`src/rtl/rgb565_frame_ctrl_pkg.sv`:
```
// Shared definitions for the RGB565->RGB888 frame path: FSM encoding and pixel field widths.
package video_pkg;

   typedef enum logic [1:0] {
      ST_IDLE     = 2'd0,
      ST_WAIT_SOF = 2'd1,
      ST_RUN      = 2'd2,
      ST_DRAIN    = 2'd3
   } frame_state_e;

   localparam int R565_W   = 5;
   localparam int G565_W   = 6;
   localparam int B565_W   = 5;
   localparam int RGB565_W = R565_W + G565_W + B565_W;
   localparam int CH888_W  = 8;
   localparam int RGB888_W = 3 * CH888_W;

endpackage

```
`src/rtl/rgb565_frame_ctrl_if.sv`:
```
// Pixel stream bundle: RGB565 input stream (s_*) and RGB888 output stream (m_*).
interface rgb565_frame_ctrl_if;
   import video_pkg::*;

   logic                s_valid;
   logic                s_ready;
   logic [RGB565_W-1:0] s_data;
   logic                s_sof;

   logic                m_valid;
   logic                m_ready;
   logic [RGB888_W-1:0] m_data;
   logic                m_sof;
   logic                m_eol;
   logic                m_eof;

   modport slave (
      input  s_valid, s_data, s_sof, m_ready,
      output s_ready, m_valid, m_data, m_sof, m_eol, m_eof
   );

   modport master (
      output s_valid, s_data, s_sof, m_ready,
      input  s_ready, m_valid, m_data, m_sof, m_eol, m_eof
   );

endinterface

```
`src/rtl/rgb565_frame_ctrl_conv.sv`:
```
// Combinational RGB565 -> RGB888 zero-fill expansion (low bits of each channel are 0).
module rgb565_to_rgb888
   import video_pkg::*;
(
   input  logic                rst_n,
   input  logic [RGB565_W-1:0] pix565,
   output logic [RGB888_W-1:0] pix888
);

   logic [R565_W-1:0] r;
   logic [G565_W-1:0] g;
   logic [B565_W-1:0] b;

   assign {r, g, b} = pix565;

   assign pix888 = rst_n ? {r, {(CH888_W-R565_W){1'b0}},
                            g, {(CH888_W-G565_W){1'b0}},
                            b, {(CH888_W-B565_W){1'b0}}}
                         : '0;

endmodule

```
`src/rtl/rgb565_frame_ctrl.sv`:
```
// Frame sequencer: arms per frame, locks to camera SOF, converts width*height pixels
// through one output register stage with SOF/EOL/EOF markers and done/err pulses.
//
//   state       | meaning
//   ------------+-----------------------------------------------------------
//   ST_IDLE     | waiting for cfg_start; zero-size config pulses err
//   ST_WAIT_SOF | accepting and discarding beats until one carries s_sof
//   ST_RUN      | converting the frame; early SOF restarts it and pulses err
//   ST_DRAIN    | input stalled until the EOF beat leaves; then done
module rgb565_frame_ctrl
   import video_pkg::*;
#(
   parameter int DIM_W = 12
) (
   input  logic             clk,
   input  logic             rst_n,
   input  logic             cfg_start,
   input  logic [DIM_W-1:0] cfg_width,
   input  logic [DIM_W-1:0] cfg_height,
   output logic             busy,
   output logic             done,
   output logic             err,
   rgb565_frame_ctrl_if.slave bus
);

   frame_state_e        state_q, state_d;
   logic [DIM_W-1:0]    x_q, x_d, y_q, y_d;
   logic [DIM_W-1:0]    w_q, w_d, h_q, h_d;
   logic                mv_q, mv_d;
   logic [RGB888_W-1:0] md_q, md_d;
   logic                msof_q, msof_d, meol_q, meol_d, meof_q, meof_d;
   logic                done_q, done_d, err_q, err_d;

   logic                s_fire, m_fire, s_ready_int;
   logic [DIM_W-1:0]    px, py;
   logic                last_x, last_y;
   logic [RGB888_W-1:0] pix888;

   rgb565_to_rgb888 u_conv (
      .rst_n  (1'b1),
      .pix565 (bus.s_data),
      .pix888 (pix888)
   );

   assign s_ready_int = ((state_q == ST_WAIT_SOF) || (state_q == ST_RUN)) && (!mv_q || bus.m_ready);
   assign s_fire      = bus.s_valid && s_ready_int;
   assign m_fire      = mv_q && bus.m_ready;

   // An SOF beat is always pixel (0,0), whichever state accepts it.
   assign px     = bus.s_sof ? '0 : x_q;
   assign py     = bus.s_sof ? '0 : y_q;
   assign last_x = (px == w_q - DIM_W'(1));
   assign last_y = (py == h_q - DIM_W'(1));

   always_comb begin
      state_d = state_q;
      x_d     = x_q;
      y_d     = y_q;
      w_d     = w_q;
      h_d     = h_q;
      mv_d    = mv_q;
      md_d    = md_q;
      msof_d  = msof_q;
      meol_d  = meol_q;
      meof_d  = meof_q;
      done_d  = 1'b0;
      err_d   = 1'b0;

      if (m_fire) mv_d = 1'b0;

      case (state_q)
         ST_IDLE: begin
            if (cfg_start) begin
               if ((cfg_width == '0) || (cfg_height == '0)) begin
                  err_d = 1'b1;
               end else begin
                  w_d     = cfg_width;
                  h_d     = cfg_height;
                  x_d     = '0;
                  y_d     = '0;
                  state_d = ST_WAIT_SOF;
               end
            end
         end
         ST_WAIT_SOF, ST_RUN: begin
            if (s_fire && ((state_q == ST_RUN) || bus.s_sof)) begin
               if (state_q == ST_RUN && bus.s_sof) err_d = 1'b1;
               mv_d   = 1'b1;
               md_d   = pix888;
               msof_d = bus.s_sof;
               meol_d = last_x;
               meof_d = last_x && last_y;
               if (last_x && last_y) begin
                  x_d     = '0;
                  y_d     = '0;
                  state_d = ST_DRAIN;
               end else if (last_x) begin
                  x_d     = '0;
                  y_d     = py + DIM_W'(1);
                  state_d = ST_RUN;
               end else begin
                  x_d     = px + DIM_W'(1);
                  y_d     = py;
                  state_d = ST_RUN;
               end
            end
         end
         ST_DRAIN: begin
            // Only the EOF beat can be in the output register here.
            if (m_fire) begin
               done_d  = 1'b1;
               state_d = ST_IDLE;
            end
         end
         default: state_d = ST_IDLE;
      endcase
   end

   always_ff @(posedge clk or negedge rst_n) begin
      if (!rst_n) begin
         state_q <= ST_IDLE;
         x_q     <= '0;
         y_q     <= '0;
         w_q     <= '0;
         h_q     <= '0;
         mv_q    <= 1'b0;
         md_q    <= '0;
         msof_q  <= 1'b0;
         meol_q  <= 1'b0;
         meof_q  <= 1'b0;
         done_q  <= 1'b0;
         err_q   <= 1'b0;
      end else begin
         state_q <= state_d;
         x_q     <= x_d;
         y_q     <= y_d;
         w_q     <= w_d;
         h_q     <= h_d;
         mv_q    <= mv_d;
         md_q    <= md_d;
         msof_q  <= msof_d;
         meol_q  <= meol_d;
         meof_q  <= meof_d;
         done_q  <= done_d;
         err_q   <= err_d;
      end
   end

   assign busy        = (state_q != ST_IDLE);
   assign done        = done_q;
   assign err         = err_q;
   assign bus.s_ready = s_ready_int;
   assign bus.m_valid = mv_q;
   assign bus.m_data  = md_q;
   assign bus.m_sof   = msof_q;
   assign bus.m_eol   = meol_q;
   assign bus.m_eof   = meof_q;

endmodule

```
`src/flat_wrapper.sv`:
```
// flat-port wrapper written by rule: the top's interface ports become plain ports
module rgb565_frame_ctrl_flat import video_pkg::*;
#(
   parameter int DIM_W = 12
)
  (clk, rst_n, cfg_start, cfg_width, cfg_height, busy, done, err, bus_s_valid, bus_s_data, bus_s_sof, bus_m_ready, bus_s_ready, bus_m_valid, bus_m_data, bus_m_sof, bus_m_eol, bus_m_eof);
  rgb565_frame_ctrl_if bus_i ();
  input  logic clk;
  input  logic rst_n;
  input  logic cfg_start;
  input  logic [DIM_W-1:0] cfg_width;
  input  logic [DIM_W-1:0] cfg_height;
  output logic busy;
  output logic done;
  output logic err;
  input wire logic [$bits(bus_i.s_valid)-1:0] bus_s_valid;
  input wire logic [$bits(bus_i.s_data)-1:0] bus_s_data;
  input wire logic [$bits(bus_i.s_sof)-1:0] bus_s_sof;
  input wire logic [$bits(bus_i.m_ready)-1:0] bus_m_ready;
  output wire logic [$bits(bus_i.s_ready)-1:0] bus_s_ready;
  output wire logic [$bits(bus_i.m_valid)-1:0] bus_m_valid;
  output wire logic [$bits(bus_i.m_data)-1:0] bus_m_data;
  output wire logic [$bits(bus_i.m_sof)-1:0] bus_m_sof;
  output wire logic [$bits(bus_i.m_eol)-1:0] bus_m_eol;
  output wire logic [$bits(bus_i.m_eof)-1:0] bus_m_eof;
  assign bus_i.s_valid = bus_s_valid;
  assign bus_i.s_data = bus_s_data;
  assign bus_i.s_sof = bus_s_sof;
  assign bus_i.m_ready = bus_m_ready;
  assign bus_s_ready = bus_i.s_ready;
  assign bus_m_valid = bus_i.m_valid;
  assign bus_m_data = bus_i.m_data;
  assign bus_m_sof = bus_i.m_sof;
  assign bus_m_eol = bus_i.m_eol;
  assign bus_m_eof = bus_i.m_eof;
  rgb565_frame_ctrl #(.DIM_W(DIM_W)) u_core (.clk(clk), .rst_n(rst_n), .cfg_start(cfg_start), .cfg_width(cfg_width), .cfg_height(cfg_height), .busy(busy), .done(done), .err(err), .bus(bus_i));
endmodule
```
`config.mk`:
```
export PLATFORM = sky130hd
export DESIGN_NAME = rgb565_frame_ctrl_flat
export DESIGN_NICKNAME = d
export VERILOG_FILES = /design/src/rtl/rgb565_frame_ctrl_pkg.sv /design/src/rtl/rgb565_frame_ctrl_if.sv /design/src/rtl/rgb565_frame_ctrl_conv.sv /design/src/rtl/rgb565_frame_ctrl.sv /design/src/flat_wrapper.sv
export SDC_FILE = /design/constraint.sdc
export NUM_CORES = 1
export LEC_CHECK = 0
export CAP_MARGIN = 30
export CORE_ASPECT_RATIO = 2
export CORE_MARGIN = 2
export CORE_UTILIZATION = 50
export CTS_BUF_LIST = sky130_fd_sc_hd__clkbuf_16
export CTS_CLUSTER_SIZE = 14
export DETAILED_ROUTE_END_ITERATION = 16
export PLACE_DENSITY_LB_ADDON = 0.25
export SLEW_MARGIN = 10
export SYNTH_ARGS = -nofsm -noshare
export SYNTH_HDL_FRONTEND = slang
export SYNTH_HIERARCHICAL = 1
export SYNTH_SLANG_ARGS = --single-unit
```
`constraint.sdc`:
```
create_clock -name clk -period 2.8 [get_ports clk]
set_clock_uncertainty 0.15 [all_clocks]
set_input_delay 0.28 -clock clk [delete_from_list [all_inputs] [get_ports clk]]
set_output_delay 0.28 -clock clk [all_outputs]
set_load 0.01 [all_outputs]
```
======== After elaboration in Yosys (flattened, before gate mapping) ========
Cells that the tools add are included.
W data, S select, Z words.
cells by class
  reductions and logical operators ........ 21
  muxes and demuxes ....................... 28
  add/subtract/negate cells ............... 4
  eq/ne operators ......................... 9
  bitwise operators ....................... 1
operator list
  operator                 count
  $mux W12                 10
  $pmux W12 S2             2
  $add A12 B1 Y12 const B  2
  $eq A12 B12 Y1           2
  $logic_not A12 Y1        2
  $sub A12 B1 Y12 const B  2
  $mux W1                  10
  $mux W2                  4
  $reduce_and A4 Y1        2
  $logic_and A1 B1 Y1      6
  $pmux W2 S3              1
  $eq A2 B2 Y1 const B     2
  $logic_or A1 B1 Y1       4
  $ne A2 B1 Y1 const B     2
  $ne A2 B2 Y1 const B     2
  $reduce_bool A2 Y1       2
  $reduce_and A3 Y1        1
  $eq A2 B1 Y1 const B     1
  $logic_not A2 Y1         1
  $pmux W1 S2              1
  $reduce_and A2 Y1        1
  $reduce_or A2 Y1         1
  $logic_not A1 Y1         1
  $not A1 Y1               1
storage, ports and cells
  flip-flop bits (word level) ............. 72
  word-level logic and storage cells ...... 75
  bits of input ports ..................... 46
  output and inout bits ................... 32

======== Longest topological paths before layout ========
  depth in word-level cells ............... 7
  gate-level depth with buffers ........... 13
  depth with buffers taken out ............ 11

======== By module ========
Netlist, hierarchy kept.
by module, submodules not included
  module             times used  seq. area each (sq um)  cells each  area each (sq um)
  rgb565_frame_ctrl  1           2001.9                  488         4784.6
  rgb565_to_rgb888   1           0.0                     26          190.2

======== Worst setup path after synthesis ========
No wires, ideal clock.
  path type ............................... flip-flop to flip-flop
  start ................................... register u_core.h_q[0]
  end ..................................... register u_core.y_q[7]
  period minus slack after synthesis ...... 2.906 ns
  data required time ...................... 2.583 ns
  arrival ................................. 2.690 ns
  setup time .............................. 0.067 ns
  path buffers ............................ 1
  slack ................................... -0.106 ns
  cell stages (with the launch flop) ...... 13
  cell sequence ........................... dfrtp_1 > clkbuf_1 > inv_1 > ha_1 > nor3b_2 > nor2_1 > or4_1 > nand4_1 > nor4b_1 > nand2_2 > nand4_4 > or4_1 > nand2_1
between the ends
  longest elaborated chain between the ends .. 6
RTL lines
  what                      RTL line                  RTL
  start: declaration        rgb565_frame_ctrl.sv:28   logic [DIM_W-1:0] w_q, w_d, h_q, h_d;
  start signal: assignment  rgb565_frame_ctrl.sv:125  h_q <= '0;
  start signal: assignment  rgb565_frame_ctrl.sv:138  h_q <= h_d;
  $sub A12 B1 Y12           rgb565_frame_ctrl.sv:53   assign last_y = (py == h_q - DIM_W'(1));
  $eq A12 B12 Y1            rgb565_frame_ctrl.sv:53
  $logic_and A1 B1 Y1       rgb565_frame_ctrl.sv:93   if (last_x && last_y) begin
  $mux W12                  rgb565_frame_ctrl.sv:93
  $mux W12                  rgb565_frame_ctrl.sv:86   if (s_fire && ((state_q == ST_RUN) || bus.s_sof)) begin
  $pmux W12 S2              rgb565_frame_ctrl.sv:71   case (state_q)
  end signal: assignment    rgb565_frame_ctrl.sv:136  y_q <= y_d;
  end: declaration          rgb565_frame_ctrl.sv:27   logic [DIM_W-1:0] x_q, x_d, y_q, y_d;
Every way passes these cells. The select of a mux whose other input is x is not followed.
A chain may end at the register's enable or synchronous reset.

======== Worst setup path in the final report ========
  start ................................... register u_core.h_q[1]
  end ..................................... register u_core.y_q[11]
Same word-level chain as after synthesis.

==> flow_summary.json <==
{
  "placed_cells": 774,
  "synth_top_area_frac": 0.402,
  "worst_slack_ns": -0.0438,
  "fmax_mhz": 352,
  "cts_max_path_buffers": 2,
  "tns_ns": -0.0978,
  "pwr-share-clk": 0.197,
  "cts_tree": "done",
  "num_rows": 51,
  "ioPinCount": 78,
  "clock_latency_ns": 0.34,
  "grt_first_pass_wirelength_um": 22600,
  "use_met1": 0.266,
  "avgSynthCellArea_um2": 9.68,
  "p_int_mw": 4.26,
  "path_class": "reg -> reg",
  "fin_cells": 798,
  "area_growth_pct": 39.7,
  "drt_wl_total_um": 14300,
  "ir_worst_vdd_uv": 763,
  "synthFlopType": "dfrtp_1",
  "rsz0062_at_grt": "true",
  "comb_power_share": 0.516,
  "hp-class": "in -> async",
  "grt_start_max_net_pins": 42,
  "hpwl_um": 10600,
  "detail_route.wl_per_cell_um": 17.9,
  "die_x_um": 74.5,
  "fin_crit_sh": 1.02,
  "synth_async_sr_flop_share": 1.00,
  "max-cap-violations": 0,
  "drt_iter0_markers": 342,
  "timing_hold_violations_final": 0,
  "htreeDepth": 3,
  "critPathLaunchType": "flip-flop",
  "p_sw_mw": 2.47,
  "relSlewSlack": 0.415,
  "syn-cell-area_um2": 4970,
  "seqPwrFrac": 0.286,
  "finalSetupViolCount": 4,
  "overflow": 0,
  "root_buffer": "clkbuf_16",
  "required_ns": 2.87,
  "worstMarginPinSlew_ns": 0.868,
  "antenna_violating_nets_post_route": 0,
  "synth-edff-count": 0,
  "drive_gt1_frac": 0.308,
  "syn-instance-count": 514,
  "cts_buffers": 9,
  "start_util": 0.513,
  "slew_viol_final": 0,
  "power.density_nw_per_um2": 969,
  "first_pass_iters": 6,
  "grt_usage": 0.270,
  "globalRouteMet3Util": 0.0354,
  "yosys.area.top_type": "dfrtp_1",
  "clk_pin_slew_ns": 0.06,
  "r2r_slack_ns": -0.04,
  "via_per_inst": 5.75,
  "diodes": 0,
  "leakagePower_nw": 2.96,
  "drcViolationCount": 0,
  "numPortBuffers": 77,
  "gp_congestion": 0.894,
  "synth_seq_area_share": 0.402,
  "synth_warnings": 6,
  "antenna_found_initial": 0,
  "violations": "setup timing",
  "grt_most_used_layer": "met2",
  "vias": 4591,
  "endpoint_kind": "flip-flop",
  "ys_ff_latch": 80,
  "yosysUniqueCellTypes": 62,
  "path_max_fanout": 7,
  "cts_sinks": 80,
  "core-area_um2": 9700,
  "switching_share": 0.367,
  "status": "complete, but fails checks",
  "first_global_vias": 4879,
  "met2_usage": 0.492,
  "ys_top_cells_by_area": "dfrtp_1, mux2_2, xnor2_1, nand2_1, nor2b_1",
  "fp.dieArea_um2": 10800,
  "r2r_cells": 12,
  "die_h_um": 145,
  "period_needed_ns": 2.84,
  "final-seq-area_um2": 2010,
  "nets": 715,
  "crit_arrival_ns": 2.91,
  "multi_input_area_um2": 2980,
  "fillers": 765
}
## layer usage
| layer | vias to the layer above | wire length, um |
|---|---|---|
| met2 | 195 | 8110 |
| li1 | 2104 | - |
| met1 | 2222 | 4700 |
| met3 | 70 | 530 |
| met4 | 0 | 908 |
| met5 | - | 0 |
## flip-flops by register name (all words and copies together) (netlist names)
register	count
u_core/bus.m_eof	1
u_core/err	1
u_core/bus.m_data	24
u_core/done	1
u_core/h_q	12
u_core/x_q	12
u_core/w_q	12
u_core/bus.m_valid	1
u_core/state_q	2
u_core/bus.m_eol	1
u_core/y_q	12
u_core/bus.m_sof	1
## cell families after synthesis
family | count (synthesis) | synth area share
compound gates | 87 | 0.118
xor+xnor | 28 | 0.0521
fa+ha+maj | 7 | 0.0176
buf+inv | 47 | 0.0460
flops | 80 | 0.402
mux | 51 | 0.115
other cells | 2 | 0.00151
simple gates | 212 | 0.247
## layout by cell type (no fill, tap or decap), types with 14 or more instances in the layout
cell type and instances:
nor2b_1 17, dfrtp_1 77, buf_4 73, nand2_1 37
conb_1 15, inv_1 14, nand2b_1 14, nor2_1 26
clkdlybuf4s50_1 75, xnor2_1 20, o21ai_0 14, mux2_2 48
nand3_1 17
## final cells by class
class	count	area share
Timing Repair Buffer	155	0.201
Clock inverter	6	0.0157
Multi-Input combinational cell	400	0.429
Clock buffer	9	0.0324
Inverter	16	0.00864
Sequential cell	80	0.289
Tap cell	132	0.0238
## power by group through the flow
stage	clock network (mW)	registers [mW]	logic [mW]
after floorplan	0	1.93	1.77
after global placement	0	1.90	3.09
after detailed placement	0	1.93	3.19
after CTS	1.35	1.92	3.28
after global routing	1.39	1.98	3.74
final	1.33	1.93	3.48
## critical path: stages, from the launching register on
cell	delay, ns
dfrtp_2	0.43
inv_1	0.07
ha_2	0.17
nor3b_4	0.32
buf_4	0.21
nand3_1	0.08
xor2_1	0.19
a21boi_0	0.12
a21oi_2	0.21
nand2_2	0.17
o211ai_2	0.23
nor4_2	0.08
a211o_1	0.29
## final timing paths
path / start / end
setup / recovery: u_core/h_q[1] / u_core/y_q[11]
hold / removal: rst_n / u_core/h_q[0]
setup reg to reg: u_core/h_q[1] / u_core/y_q[11]
hold reg to reg: u_core/bus.m_data[1] / u_core/bus.m_data[1]
max in group asynchronous: rst_n / u_core/w_q[2]
min in group clk: u_core/bus.m_data[1] / u_core/bus.m_data[1]
## cells in the mapped netlist, drive strengths merged (4+ instances only)
library cell / count
o211ai: 11
nor2b: 19
and3: 11
inv: 16
a31oi: 6
dfrtp: 80
o21ai: 23
and2: 22
clkbuf: 13
xor2: 6
nand2b: 15
or3: 6
nor3b: 5
ha: 7
a21o: 6
buf: 18
xnor2: 21
mux2: 48
nor3: 14
nor4: 13
or4: 4
nor2: 28
nand3: 17
a22o: 4
nand4: 6
nand2: 42
o31ai: 9
a21oi: 12
## what timing repair did
| action | in CTS | in global routing |
|---|---|---|
| gates resized for setup | 14 | 35 |
| pin swaps | 5 | 20 |
| hold buffers | 1 | 0 |
| endpoints found under the hold margin | 39 | 0 |
| setup endpoints to repair | 22 | 21 |
| setup buffers | 2 | 7 |
## per-stage QoR
step / instance area (um2) / hold WS [ns] / setup WS [ns] / utilization / power, mW
3_5_place_dp: 6360 / 0.155 / -0.437 / 0.656 / 5.12
4_1_cts: 6770 / 0.342 / -0.0257 / 0.698 / 6.56
2_1_floorplan: 5050 / -0.166 / 0.0133 / - / 3.70
3_3_place_gp: 6340 / 0.337 / -0.351 / 0.654 / 4.99
5_1_grt: 6950 / 0.372 / -0.186 / 0.716 / 7.11
6_report: 6950 / 0.318 / -0.0438 / 0.716 / 6.73
No activity file was read; power rests on OpenSTA's default activity.
